[config.mk]
export PLATFORM = sky130hd
export DESIGN_NAME = bsg_dff_gatestack_sched
export DESIGN_NICKNAME = d
export VERILOG_FILES = /design/src/rtl/bsg_dff_gatestack_sched_pkg.sv /design/src/rtl/bsg_dff_gatestack_sched_rr.sv /design/src/rtl/bsg_dff_gatestack_sched.sv
export SDC_FILE = /design/constraint.sdc
export NUM_CORES = 1
export LEC_CHECK = 0
export BUFFER_PORTS_ARGS = -buffer_cell sky130_fd_sc_hd__buf_2
export CAP_MARGIN = 15
export CORE_MARGIN = 2
export CORE_UTILIZATION = 51
export CTS_CLUSTER_SIZE = 28
export DETAILED_ROUTE_END_ITERATION = 12
export GPL_TIMING_DRIVEN = 0
export PLACE_DENSITY = 0.84
export SYNTH_ARGS = -nofsm -noshare
export SYNTH_HDL_FRONTEND = slang
export SYNTH_SLANG_ARGS = --single-unit
[constraint.sdc]
create_clock -name clk_i -period 4.2 [get_ports clk_i]
set_input_delay 0.84 -clock clk_i [delete_from_list [all_inputs] [get_ports clk_i]]
set_output_delay 0.84 -clock clk_i [all_outputs]
set_load 0.01 [all_outputs]
[src/rtl/bsg_dff_gatestack_sched_pkg.sv]
// Shared types for the bsg_dff_gatestack write scheduler.
// The state encoding, per-write record and id-width helper live here so that
// the arbiter and the top level agree on them.
package bsg_dff_gatestack_sched_pkg;

  // Default gatestack width; the per-write record is sized to it.
  localparam int unsigned gs_width_lp = 16;

  // Write sequence: data setup, one gate pulse, data hold.
  typedef enum logic [1:0] {
    IDLE  = 2'd0,
    SETUP = 2'd1,
    PULSE = 2'd2,
    HOLD  = 2'd3
  } state_e;

  // One accepted write: data to present on i0, mask of gate lines to pulse.
  typedef struct packed {
    logic [gs_width_lp-1:0] data;
    logic [gs_width_lp-1:0] mask;
  } write_s;

  // Width of a requester id; a lone requester still gets a 1-bit id.
  function automatic int unsigned id_width(input int unsigned n);
    return (n > 1) ? $clog2(n) : 1;
  endfunction

endpackage

[src/rtl/bsg_dff_gatestack_sched_rr.sv]
// Rotating-priority arbiter for the gatestack write scheduler.
// Grants the first set request at or after the pointer, wrapping around.
// The pointer moves to (grant + 1) mod num_req_p whenever yumi_i is high.
module bsg_dff_gatestack_sched_rr
  import bsg_dff_gatestack_sched_pkg::*;
#(
  parameter  int unsigned num_req_p = 2,
  localparam int unsigned id_w_lp   = id_width(num_req_p)
) (
  input  logic                 clk_i,
  input  logic                 reset_n_i,
  input  logic [num_req_p-1:0] v_i,
  input  logic                 yumi_i,
  output logic [num_req_p-1:0] grant_o,
  output logic [id_w_lp-1:0]   id_o
);

  logic [id_w_lp-1:0] ptr_r;
  logic               found;

  // Pick the first valid requester at or above the pointer, else the lowest one.
  always_comb begin
    // NOTE: every variable written here gets a default first, so no path
    // leaves it unassigned and no latch is inferred.
    grant_o = '0;
    id_o    = '0;
    found   = 1'b0;
    for (int i = 0; i < num_req_p; i++) begin
      if (!found && v_i[i] && (i >= int'(ptr_r))) begin
        grant_o[i] = 1'b1;
        id_o       = id_w_lp'(i);
        found      = 1'b1;
      end
    end
    // Nothing at or above the pointer: any remaining hit is below it.
    for (int i = 0; i < num_req_p; i++) begin
      if (!found && v_i[i]) begin
        grant_o[i] = 1'b1;
        id_o       = id_w_lp'(i);
        found      = 1'b1;
      end
    end
  end

  // Advance the pointer past the winner when its request is taken.
  always_ff @(posedge clk_i or negedge reset_n_i) begin
    // NOTE: state flops use non-blocking assignments so every flop samples
    // pre-edge values regardless of block ordering.
    if (!reset_n_i) begin
      ptr_r <= '0;
    end else if (yumi_i) begin
      ptr_r <= (id_o == id_w_lp'(num_req_p - 1)) ? '0 : id_o + 1'b1;
    end
  end

endmodule

[src/rtl/bsg_dff_gatestack_sched.sv]
// Write scheduler for a bsg_dff_gatestack bank.
// Accepts one masked write at a time from num_req_p requesters (round robin)
// and plays it out as SETUP (data), PULSE (gate = mask), HOLD (data kept).
// gate_data_o and gate_clk_o come straight from flops so the gate lines
// never glitch.
// Optional feature: define BSG_DFF_GATESTACK_SCHED_SHADOW_EN to add shadow_o,
// a register copy of the gatestack contents.
module bsg_dff_gatestack_sched
  import bsg_dff_gatestack_sched_pkg::*;
#(
  parameter  int unsigned width_p   = gs_width_lp,
  parameter  int unsigned num_req_p = 2,
  localparam int unsigned id_w_lp   = id_width(num_req_p)
) (
  input  logic                               clk_i,
  input  logic                               reset_n_i,
  input  logic [num_req_p-1:0]               v_i,
  input  logic [num_req_p-1:0][width_p-1:0]  data_i,
  input  logic [num_req_p-1:0][width_p-1:0]  mask_i,
  output logic [num_req_p-1:0]               ready_o,
  output logic [width_p-1:0]                 gate_data_o,
  output logic [width_p-1:0]                 gate_clk_o,
  output logic                               busy_o,
  output logic                               done_o,
  output logic [id_w_lp-1:0]                 grant_id_o
`ifdef BSG_DFF_GATESTACK_SCHED_SHADOW_EN
  ,
  output logic [width_p-1:0]                 shadow_o
`endif
);

  state_e                 state_r, state_n;
  logic                   idle;
  logic                   accept;
  logic [num_req_p-1:0]   arb_grant;
  logic [id_w_lp-1:0]     arb_id;
  write_s                 sel;
  write_s                 wr_r;

  assign idle   = (state_r == IDLE);
  assign accept = idle && (|v_i);
  assign busy_o = !idle;

  bsg_dff_gatestack_sched_rr #(
    .num_req_p (num_req_p)
  ) rr (
    .clk_i     (clk_i),
    .reset_n_i (reset_n_i),
    .v_i       (v_i),
    .yumi_i    (accept),
    .grant_o   (arb_grant),
    .id_o      (arb_id)
  );

  // Offer the arbiter's grant only while idle and out of reset.
  assign ready_o = (idle && reset_n_i) ? arb_grant : '0;

  // Mux the granted requester's data and mask (one-hot AND-OR).
  always_comb begin
    sel = '0;
    for (int r = 0; r < num_req_p; r++) begin
      if (arb_grant[r]) begin
        sel.data = sel.data | gs_width_lp'(data_i[r]);
        sel.mask = sel.mask | gs_width_lp'(mask_i[r]);
      end
    end
  end

  // Sequence state register.
  always_ff @(posedge clk_i or negedge reset_n_i) begin
    if (!reset_n_i) begin
      state_r <= IDLE;
    end else begin
      state_r <= state_n;
    end
  end

  // Next state: each non-idle state lasts exactly one cycle.
  always_comb begin
    state_n = state_r;
    case (state_r)
      IDLE:    if (accept) state_n = SETUP;
      SETUP:   state_n = PULSE;
      PULSE:   state_n = HOLD;
      HOLD:    state_n = IDLE;
      default: state_n = IDLE;
    endcase
  end

  // Write latch; its data field is the gatestack data bus itself, so the
  // bus changes only on the accepting edge and holds through IDLE.
  always_ff @(posedge clk_i or negedge reset_n_i) begin
    if (!reset_n_i) begin
      wr_r       <= '0;
      grant_id_o <= '0;
    end else if (accept) begin
      wr_r       <= sel;
      grant_id_o <= arb_id;
    end
  end

  assign gate_data_o = wr_r.data[width_p-1:0];

  // Gate pulse in the PULSE cycle and done flag in the HOLD cycle, both registered.
  always_ff @(posedge clk_i or negedge reset_n_i) begin
    if (!reset_n_i) begin
      gate_clk_o <= '0;
      done_o     <= 1'b0;
    end else begin
      gate_clk_o <= (state_r == SETUP) ? wr_r.mask[width_p-1:0] : '0;
      done_o     <= (state_r == PULSE);
    end
  end

`ifdef BSG_DFF_GATESTACK_SCHED_SHADOW_EN
  // Mirror the bits the gate pulse just captured into the gatestack.
  always_ff @(posedge clk_i or negedge reset_n_i) begin
    if (!reset_n_i) begin
      shadow_o <= '0;
    end else if (state_r == PULSE) begin
      shadow_o <= (shadow_o & ~wr_r.mask[width_p-1:0])
                | (gate_data_o & wr_r.mask[width_p-1:0]);
    end
  end
`endif

endmodule

==> out/metrics.sh <==
RUN_STATUS='finished clean'
GRT_ANTENNA_BEFORE_REPAIR=0
SYNTH_SEQ_AREA_SHARE_PCT=53.8
CP_DATA_REQUIRED_TIME_NS=3.36
VIAS_PER_CELL=5.32
FINALSETUPTNS_NS=0
AREA_ENCLOSED_BY_THE_DIE_BOUNDARY_SQ_UM=5410
HOLD_PATH_CLASS='reg2reg'
POSTLAYOUTCOREUTIL_PCT=67.7
TOTAL_CTS_BUFFERS=5
SYNTHTOLAYOUTAREAGROWTH_PCT=28.7
CTS-RESIZED-GATES=0
ARRIVAL_TIME_AT_THE_WORST_ENDPOINT_NS=1.76
CRITPATHKIND='in2out'
LAYOUT_WORST_PATH_CYCLE_SHARE_PCT=62.0
R2R-START='state_r[0]'
POST_DP_CELL_AREA_SQ_UM=3050
FIN_WS_NS=1.60
PIN_COUNT=105
FIN_NETS=403
FINAL_DESIGN_AREA_NO_FILL_SQ_UM=3170
TIMING.CRITICAL_PATH.FROM_TYPE='primary input'
R2R_SETUP_SLACK_NS=2.58
CLOCK-ROOT-BUFFER='clkbuf_8'
YS_FF_LATCH=53
GRT_FIRST_PASS_WIRELENGTH_MICRONS=8760
PLACEABLECOREAREA_SQ_UM=4690
MAXCLOCKFREQUENCY_GHz=0.384
GRT_SETUP_UNREPAIRED='no'
NUM_ROWS=25
PERIOD_NEEDED_NS=2.60
SYNTHDISTINCTLIBCELLS=22
LAYOUTNONFILLERINSTCOUNT=385
GP_CONGESTION=0.803
CTS_SINKS=53
CTS.REPAIR_TIMING.SETUP_BUFFER_COUNT=0
HOLD_BUFFERS=0
GRT_START_MAX_NET_PINS=56
LAYOUT_COMMON_CELLS='buf_2, dfrtp_1, a21oi_1, nor2_1, a32oi_1'
SYN_NETS=292
FINAL_HOLD_VIOL_COUNT=0
MAX_CAP_VIOL_COUNT=0
ANT_NETS=0
DRCVIOLATIONCOUNT=0
ENDPOINT_KIND='primary output'
DIE-WIDTH_MICRONS=73.6
DP_HPWL_MICRONS=4180
OVERFLOW=0
FINALSETUPVIOLATIONS=0
SYNTH.CELL_AREA_SQ_UM=2470
YOSYS_WARNINGS=0
WORSTMARGINPINSLEW_NS=0.630
WORST_HOLD_SLACK_NS=0.483
DETAILEDROUTE.FIRSTPASSITERATIONCOUNT=4
TIMING.SLEW.HEADROOM_PCT=58.0
INITIAL_UTILIZATION_PCT=52.6
NUM_VIAS=2049
POWER-PER-CELL-AREA_nW_PER_UM2=691
CELLLEAKAGEPOWER_nW=1.58
IR_DROP_mV=0.318
CTS_MAX_LEVEL=2
POST-LAYOUT-TOTAL-POWER_mW=2.19
GRTUSAGETOTAL_PCT=21.3
FIN_SKEW_NS=0.00630
DETAILEDPLACE.WORSTSLACK_NS=1.08
PORT-BUFFER-COUNT=103
WORSTSETUPSTARTPOINT='reset_n_i'
DIEHEIGHT_MICRONS=73.6
CLOCK_PIN_SLEW_ON_THE_WORST_SETUP_AND_HOLD_PATHS_NS=0.09
FIRST_GLOBAL_VIAS=1899
MOSTFREQUENTLAYOUTCELL='buf_2'
TIMING.HOLD.WORST.START='wr_r[5]'
NETLIST_INSTANCES=220
INSERTEDDIODECOUNT=0
WL_PER_CELL_MICRONS=14.8
DRT_WL_TOTAL_MICRONS=5690
CLKLATENCYLATEPIN_NS=0.30
TRITONCTS_CLOCK_TREE='built'
WORST-PATH-MAX-FANOUT=29
CLOCK_PATH_BUFFERS=2
DPL.CELL_COUNT=377
DRIVE_GT1_SHARE_PCT=45.0
DRT-INITIAL-DRC-COUNT=147
SYNTHESIZED_AREA_PER_CELL_SQ_UM=11.2
MAXSLEWVIOLCOUNT=0
==> state kept, by name, summed over array words and instances (netlist names) <==
register and count:
state_r 2, done_o 1, grant_id_o 1, wr_r 16, rr.ptr_r 1, gate_clk_o 16
gate_data_o 16
==> cells by family (layout without fill, tap and decap cells) <==
| group | count (synthesis) | in the layout | share of synthesized area, % |
|---|---|---|---|
| adders and majority gates | 4 | 4 | 2.03 |
| and+or+nand+nor | 54 | 54 | 10.6 |
| DFF | 53 | 53 | 53.8 |
| muxes | 1 | 1 | 0.456 |
| AOI/OAI and AO/OA | 70 | 70 | 19.8 |
| buffers and inverters | 38 | 149 | 13.3 |
==> worst paths after layout <==
check,depth (start not counted),end
hold reg to reg,1,gate_clk_o[5]
min in group asynchronous,1,wr_r[3]
setup reg to reg,6,gate_data_o[13]
setup / recovery,3,ready_o[1]
hold / removal,1,gate_clk_o[5]
max in group asynchronous,2,wr_r[6]
==> final cells by class <==
| class | instances | area, sq um |
|---|---|---|
| tap | 54 | 67.6 |
| buffer | 35 | 317 |
| clock inverter | 2 | 35.0 |
| sequential | 53 | 1330 |
| inverter | 3 | 11.3 |
| multi-input combinational | 129 | 813 |
| timing repair buffer | 104 | 536 |
| clock buffer | 5 | 68.8 |
| fill | 376 | 1520 |
==> routing by layer <==
layer / part of all wire [%] / global-route usage (%) / routed length (microns) / vias to the layer above
li1: - / - / - / 990
met3: 5.0 / 4.12 / 283 / 4
met1: 41 / 26.6 / 2310 / 987
met2: 53 / 37.0 / 3030 / 68
met5: 0 / 0 / 0 / -
met4: 0.97 / 7.07 / 55 / 0
==> synthesized netlist by cell type <==
library cell,count,area [sq um]
a21boi_4,1,18.8
a21oi_1,35,175
a31oi_1,1,6.26
a32oi_1,32,280
and2_1,16,100
and3_1,1,6.26
and4_1,1,8.76
buf_2,3,15.0
buf_4,18,135
buf_6,8,90.1
buf_8,3,45.0
clkbuf_1,1,3.75
clkbuf_8,2,27.5
dfrtp_1,53,1330
ha_1,4,50.1
inv_1,3,11.3
mux2_2,1,11.3
nand2b_1,1,6.26
nor2_1,33,124
nor3_1,1,5.00
nor3b_2,1,12.5
o21a_2,1,8.76
==> critical path, cell delays in order <==
cell and delay, ns:
buf_2 0.50, and4_1 0.29, buf_2 0.13
==> power by group <==
part | internal, mW | switching, mW | total [mW]
registers | 0.756 | 0.108 | 0.864
logic | 0.489 | 0.510 | 0.999
clock network | 0.173 | 0.156 | 0.329
total | 1.42 | 0.774 | 2.19
Power figures use the tool's default switching activity.
